==> src/rtl/store_bus_ctrl.sv <==
// store_bus_ctrl: RV32 store-to-memory lane aligner; splits misaligned sh/sw into two word beats.
module store_bus_ctrl (
    input  logic        clk,
    input  logic        reset,
    input  logic        req_valid,
    output logic        req_ready,
    input  logic [6:0]  opcode,
    input  logic [2:0]  funct3,
    input  logic [31:0] addr,
    input  logic [31:0] wdata,
    output logic        mem_req,
    output logic [31:0] mem_addr,
    output logic [31:0] mem_wdata,
    output logic [3:0]  mem_be,
    input  logic        mem_ack,
    output logic        done,
    output logic        err
);
    typedef enum logic [1:0] {IDLE, FIRST, SECOND} state_t;
    state_t r_state, w_next;
    logic        w_store, w_legal, w_accept, w_illegal, w_split;
    logic [3:0]  w_mask;
    logic [31:0] w_data;
    logic [7:0]  w_be_wide;
    logic [63:0] w_data_wide;
    logic [31:0] r_b2_addr, r_b2_wdata;
    logic [3:0]  r_b2_be;
    logic        r_split;
    // Shifting into a double-width window yields both beats at once; the upper half is beat 2.
    always_comb begin
        req_ready   = r_state == IDLE;
        w_store     = opcode == 7'b0100011;
        w_legal     = ~funct3[2] & ~(funct3[1] & funct3[0]);
        w_accept    = req_valid & req_ready & w_store & w_legal;
        w_illegal   = req_valid & req_ready & w_store & ~w_legal;
        w_mask      = funct3[1] ? 4'b1111 : funct3[0] ? 4'b0011 : 4'b0001;
        w_data      = funct3[1] ? wdata : funct3[0] ? {16'b0, wdata[15:0]} : {24'b0, wdata[7:0]};
        w_be_wide   = {4'b0, w_mask} << addr[1:0];
        w_data_wide = {32'b0, w_data} << {addr[1:0], 3'b000};
        w_split     = |w_be_wide[7:4];
    end
    always_ff @(posedge clk) begin
        if (reset) r_state <= IDLE;
        else       r_state <= w_next;
    end
    always_comb begin
        w_next = r_state;
        case (r_state)
            IDLE:    w_next = w_accept ? FIRST : IDLE;
            FIRST:   w_next = mem_ack ? (r_split ? SECOND : IDLE) : FIRST;
            SECOND:  w_next = mem_ack ? IDLE : SECOND;
            default: w_next = IDLE;
        endcase
    end
    always_ff @(posedge clk) begin
        if (reset) begin
            mem_req    <= 1'b0;
            mem_addr   <= '0;
            mem_wdata  <= '0;
            mem_be     <= '0;
            done       <= 1'b0;
            err        <= 1'b0;
            r_b2_addr  <= '0;
            r_b2_wdata <= '0;
            r_b2_be    <= '0;
            r_split    <= 1'b0;
        end else begin
            done <= 1'b0;
            err  <= w_illegal;
            case (r_state)
                IDLE: begin
                    if (w_accept) begin
                        mem_req    <= 1'b1;
                        mem_addr   <= {addr[31:2], 2'b00};
                        mem_wdata  <= (funct3[1:0] == 2'b00) ? {4{wdata[7:0]}} : w_data_wide[31:0];
                        mem_be     <= w_be_wide[3:0];
                        r_b2_addr  <= {addr[31:2], 2'b00} + 32'd4;
                        r_b2_wdata <= w_data_wide[63:32];
                        r_b2_be    <= w_be_wide[7:4];
                        r_split    <= w_split;
                    end
                end
                FIRST: begin
                    if (mem_ack) begin
                        mem_req   <= r_split;
                        mem_addr  <= r_split ? r_b2_addr : '0;
                        mem_wdata <= r_split ? r_b2_wdata : '0;
                        mem_be    <= r_split ? r_b2_be : '0;
                        done      <= ~r_split;
                    end
                end
                SECOND: begin
                    if (mem_ack) begin
                        mem_req   <= 1'b0;
                        mem_addr  <= '0;
                        mem_wdata <= '0;
                        mem_be    <= '0;
                        done      <= 1'b1;
                    end
                end
                default: ;
            endcase
        end
    end
endmodule

==> config.mk <==
export PLATFORM = sky130hd
export DESIGN_NAME = store_bus_ctrl
export DESIGN_NICKNAME = d
export VERILOG_FILES = /design/src/rtl/store_bus_ctrl.sv
export SDC_FILE = /design/constraint.sdc
export NUM_CORES = 1
export LEC_CHECK = 0
export BUFFER_PORTS_ARGS = -buffer_cell sky130_fd_sc_hd__buf_2
export CAP_MARGIN = 20
export CORE_ASPECT_RATIO = 2
export CORE_MARGIN = 2
export CORE_UTILIZATION = 45
export CTS_BUF_LIST = sky130_fd_sc_hd__clkbuf_8
export DETAILED_ROUTE_END_ITERATION = 7
export PLACE_DENSITY = 0.73
export RECOVER_POWER = 50
export SETUP_SLACK_MARGIN = 0.1
export SKIP_LAST_GASP = 1
export SLEW_MARGIN = 10
export SYNTH_ARGS = -nofsm -noshare
export SYNTH_HDL_FRONTEND = slang
export SYNTH_SLANG_ARGS = --single-unit
==> constraint.sdc <==
create_clock -name clk -period 2.5 [get_ports clk]
set_input_delay 0.125 -clock clk [delete_from_list [all_inputs] [get_ports clk]]
set_output_delay 0.125 -clock clk [all_outputs]
set_load 0.02 [all_outputs]
# Word level (Yosys, flattened, before mapping)
# Index checks and enable logic that the tools add are counted.
# Widths: inputs -> output; s select.
[word_totals] register_bits=142 inputBits=78 output_inout_bits=72 elab_cells=67
[classes] add_sub_neg=1 n_eq_ne=6 shift=2 mux=31 bitwise=10 reduce_logical=6
[ops] cell="$mux 32" n=9
[ops] cell="$pmux 32 s3" n=2
[ops] cell="$shl 32x5->64" n=1
[ops] cell="$add 32x3->32 const B" n=1
[ops] cell="$mux 4" n=5
[ops] cell="$mux 16" n=1
[ops] cell="$pmux 4 s3" n=1
[ops] cell="$mux 2" n=4
[ops] cell="$shl 4x2->8" n=1
[ops] cell="$eq 7x6->1 const B" n=1
[ops] cell="$and 1x1->1" n=6
[ops] cell="$mux 1" n=6
[ops] cell="$pmux 2 s3" n=1
[ops] cell="$logic_not 2->1" n=2
[ops] cell="$ne 2x2->1 const B" n=2
[ops] cell="$not 1->1" n=4
[ops] cell="$reduce_and 4->1" n=1
[ops] cell="$reduce_or 4->1" n=1
[ops] cell="$pmux 1 s3" n=1
[ops] cell="$reduce_bool 3->1" n=1
[ops] cell="$eq 2x1->1 const B" n=1
[ops] cell="$eq 2x2->1 const B" n=1
[ops] cell="$ne 2x1->1 const B" n=1
[ops] cell="$pmux 1 s2" n=1
[ops] cell="$reduce_and 2->1" n=1

# Logic depth before layout (Yosys ltp)
[depth] ltp_word=6 ltp_mapped=9 ltp_nobuf=7

# Worst setup path before layout
# Ideal clock, no wire load.
[synth_path] path_kind="reg-to-reg" from="register r_state[0]" to="register mem_wdata[0]" setup_ps=70 arrival_time_ps=1868 t_required_ps=2430 slack_ps=562 stages_incl_launch_ff=9 n_path_buf=2 synth_period_minus_slack_ps=1938 cell_sequence="dfxtp_1 -> inv_1 -> ha_1 -> buf_2 -> inv_1 -> clkbuf_1 -> nor3_1 -> a221oi_1 -> a21oi_1"
[synth_between] elab_chain_cells=6 word_cells_on_any_way=12 cone_classes="5 x eq/ne; 1 x mux; 3 x bitwise; 3 x reduce/logical"
[synth_rtl] item="start: declaration" line="20" source="state_t r_state, w_next;"
[synth_rtl] item="start signal: assignment" line="44" source="else r_state <= w_next;"
[synth_rtl] item="$logic_not 2->1" line="31, 70"
[synth_rtl] item="$and 1x1->1 (3 in series)" line="34" source="w_accept = req_valid & req_ready & w_store & w_legal;"
[synth_rtl] item="$ne 2x1->1 (no source line)"
[synth_rtl] item="$reduce_and 4->1 (no source line)"
[synth_rtl] item="end signal: assignment" line="75" source="mem_wdata <= (funct3[1:0] == 2'b00) ? {4{wdata[7:0]}} : w_data_wide[31:0];"
[synth_rtl] item="end signal: assignment" line="87" source="mem_wdata <= r_split ? r_b2_wdata : '0;"
[synth_rtl] item="end: declaration" line="13" source="output logic [31:0] mem_wdata,"
# Several ways; a longest one is shown, not always the timed one.
# A chain may end at the register's enable or synchronous reset.

# Final worst setup path
[layout_path] from="register r_state[0]" to="register mem_addr[25]"
[layout_between] elab_chain_cells=6 word_cells_on_any_way=12 cone_classes="5 x eq/ne; 1 x mux; 3 x bitwise; 3 x reduce/logical"
[layout_rtl] item="$logic_not 2->1" line="31, 70"
[layout_rtl] item="$and 1x1->1 (3 in series)" line="34"
[layout_rtl] item="$ne 2x1->1 (no source line)"
[layout_rtl] item="$reduce_and 4->1 (no source line)"
[layout_rtl] item="end signal: assignment" line="74" source="mem_addr <= {addr[31:2], 2'b00};"
[layout_rtl] item="end signal: assignment" line="86" source="mem_addr <= r_split ? r_b2_addr : '0;"
[layout_rtl] item="end: declaration" line="12" source="output logic [31:0] mem_addr,"
# Several ways; a longest one is shown, not always the timed one.

==> qor.csv <==
metric,value,unit
yosys_register_bits,129,
slowest_delay,0.46,ns
crit_arrival,2.59,ns
synth_cell_types,54,
clock-sinks,129,
min_from,addr[11],
netlist_area,6520,sq um
hpwl,15400,um
maxCapViolations,0,
end_kind,register,
synth.largest_area_cell,dfxtp_1,
power_frac_seq,48.3,%
synth_edf_count,0,
start_util,45.7,%
wl_per_cell,18.5,um
dpl.cell_count,1075,
drcViolationCount,0,
viasPerCell,5.85,
power_switching_share,25.4,%
diodes,0,
use_met2,48.8,%
chipHeight,174,um
r2r_end,mem_addr[25]$_SDFFE_PP0P_,
slew_violations,0,
clkTransAtPathRegs,0.08,ns
port_buffers,147,
die_area,15500,sq um
ios,150,
setup_violations,0,
grt_pass1_vias,6470,
gr-total-overflow,0,
drt_iter0_markers,361,
p_comb_share,10.4,%
drive_gt1_share,19.6,%
whs_endpoint,mem_addr[11]$_SDFFE_PP0P_,
yosysWarnings,0,
synthTopCellsByCount,"129 x dfxtp_1, 108 x nor2_1, 56 x nor3_1",
r2r-start,r_state[0]$_SDFF_PP0_,
rr_worst_depth,8,
p_sw,1080,uW
grt_pass1_wl,31800,um
cp-start-kind,register,
grt_max_degree,62,
path_cells,inv_1 > ha_1 > buf_4 > inv_1 > nor2_4 > buf_4 > a221oi_1 > nor3_1,
antenna_left,0,
worstMarginPinSlew,0.887,ns
fin_ws,0.264,ns
power.leakage,0.00275,uW
netlist_top_cells_area,"dfxtp_1 40%, a221oi_1 7.0%, nor2_1 6.2%",
synthCells,773,
clk_latency,0.43,ns
num_vias,6524,
slew_headroom,40.9,%
ys_seq_area_share,39.6,%
period_needed,2.24,ns
synth_top_area_share,39.6,%
use_met3,3.94,%
grt.busiest_layer,met2,
cts_tree,built,
fmax,447,MHz
path_class,register to register,
clkPwrFrac,41.3,%
coreArea,14300,sq um
die_w,89.1,um
power_density,543,nW/um^2
numCtsBuffers,17,
cp_max_fo,21,
hold_path.class,input pin to register,
finalWirelength,20700,um
clk_path_buf_depth,2,
fillerInstances,1470,
place.gp.congestion,0.919,
grt_setup_unrepaired,false,
peakVddDrop,315,uV
ys.flop_type,dfxtp_1,
cp_slowest_cell,nor2_4,
place_ws,0.236,ns
first_pass_iters,8,
grt_use_met1,26.3,%
area_delta_synth_final,20.4,%
yosysMostFrequentCell,dfxtp_1,
async_flop_share,0,%
rrSetupSlack,0.26,ns
fin_skew,0.00919,ns
nets,994,
internal_power,3180,uW
synth_area_per_cell,8.43,sq um
postLayoutCoreUtil,55.0,%
antenna_found_initial,0,
htreeDepth,4,
cts_root_buffer,clkbuf_8,
holdPathStages,3,
worstPathRequired,2.86,ns
finalHoldViolations,0,
fin_crit_sh,89.4,%
grt_use_total,26.6,%
fin_cells,1115,
fin_setup_tns,0,ns
rows,62,
status,"complete, no violations",
through the flow:
step                hold slack (ns)  cell area, sq um  power (uW)
floorplan                     0.221              6520        2330
global placement              0.406              7470        2530
detailed placement            0.415              7480        2530
CTS                          0.0140              7960        4300
global route                 0.0312              7850        4420
finish                       0.0380              7850        4260
metal layers:
layer | vias up | share of wire [%] | routed length, um
met2 | 252 | 55 | 11300
met5 | - | 0 | 0
li1 | 3121 | - | -
met1 | 3072 | 34 | 7050
met4 | 0 | 5.8 | 1190
met3 | 79 | 5.2 | 1060
power by group through the flow:
stage	Combinational, uW	Sequential [uW]	Clock [uW]
floorplan	224	2110	0
global placement	421	2110	0
detailed placement	424	2110	0
CTS	436	2060	1800
global route	474	2060	1890
finish	442	2060	1760
flip-flops by register name (all words and copies together), names as in the netlist:
register and count:
mem_req 1, mem_addr 30, err 1, r_split 1
mem_wdata 32, r_state 2, done 1, mem_be 4
r_b2_be 3, r_b2_addr 30, r_b2_wdata 24
worst max path at each step:
stage                                startpoint                          to  slack, ns  depth (start not counted)
after floorplan           r_state[0]$_SDFF_PP0_   mem_wdata[0]$_SDFFE_PP0P_       0.56                          8
after global placement    r_state[0]$_SDFF_PP0_  mem_wdata[23]$_SDFFE_PP0P_      0.009                          6
after detailed placement  r_state[0]$_SDFF_PP0_   mem_wdata[2]$_SDFFE_PP0P_       0.24                          9
after CTS                 r_state[0]$_SDFF_PP0_   mem_wdata[2]$_SDFFE_PP0P_       0.22                          9
after global routing      r_state[0]$_SDFF_PP0_   mem_addr[14]$_SDFFE_PP0P_       0.14                          8
final                     r_state[0]$_SDFF_PP0_   mem_addr[25]$_SDFFE_PP0P_       0.26                          8
cells by family (layout without fill, tap and decap cells):
kind of cell,count (synthesis),count (layout),synth area share (%)
AO/OA/AOI/OAI,194,194,22.7
XOR/XNOR,25,25,3.36
adder cells (fa/ha/maj),5,5,0.960
buffers and inverters,93,242,6.10
flip-flops,129,129,39.6
multiplexers,18,18,3.07
other,1,2,0.0575
AND/OR/NAND/NOR,308,308,24.1
critical path, delay by kind of cell (launching register included):
family | cells | cell delay, ns
compound gates | 1 | 0.14
fa+ha+maj | 1 | 0.32
buf+inv | 4 | 0.70
flops | 1 | 0.38
simple gates | 2 | 0.62
area by class of cell:
class / count / area, sq um / share of cell area (%)
flip-flops and latches: 129 / 2580 / 32.9
inverters: 19 / 71.3 / 0.908
clock buffers: 20 / 275 / 3.51
clock inverters: 11 / 114 / 1.45
repair buffers: 192 / 1010 / 12.9
well taps: 192 / 240 / 3.06
multi-input cells: 552 / 3550 / 45.3
placed cells by master (no fill, tap or decap), types with 21 or more instances in the layout:
cell type,count
a21oi_1,34
a221oi_1,52
buf_4,31
clkbuf_1,72
nand3_1,21
nor3_1,55
buf_2,76
nand2_1,52
dfxtp_1,129
nor2_1,107
a211oi_1,38
repair_timing:
item,in CTS,in global routing
hold endpoints to repair,9,0
gates resized for setup,0,1
setup buffers,0,0
hold buffers,9,0
setup endpoints to repair,0,3
Power figures use the tool's default switching activity.
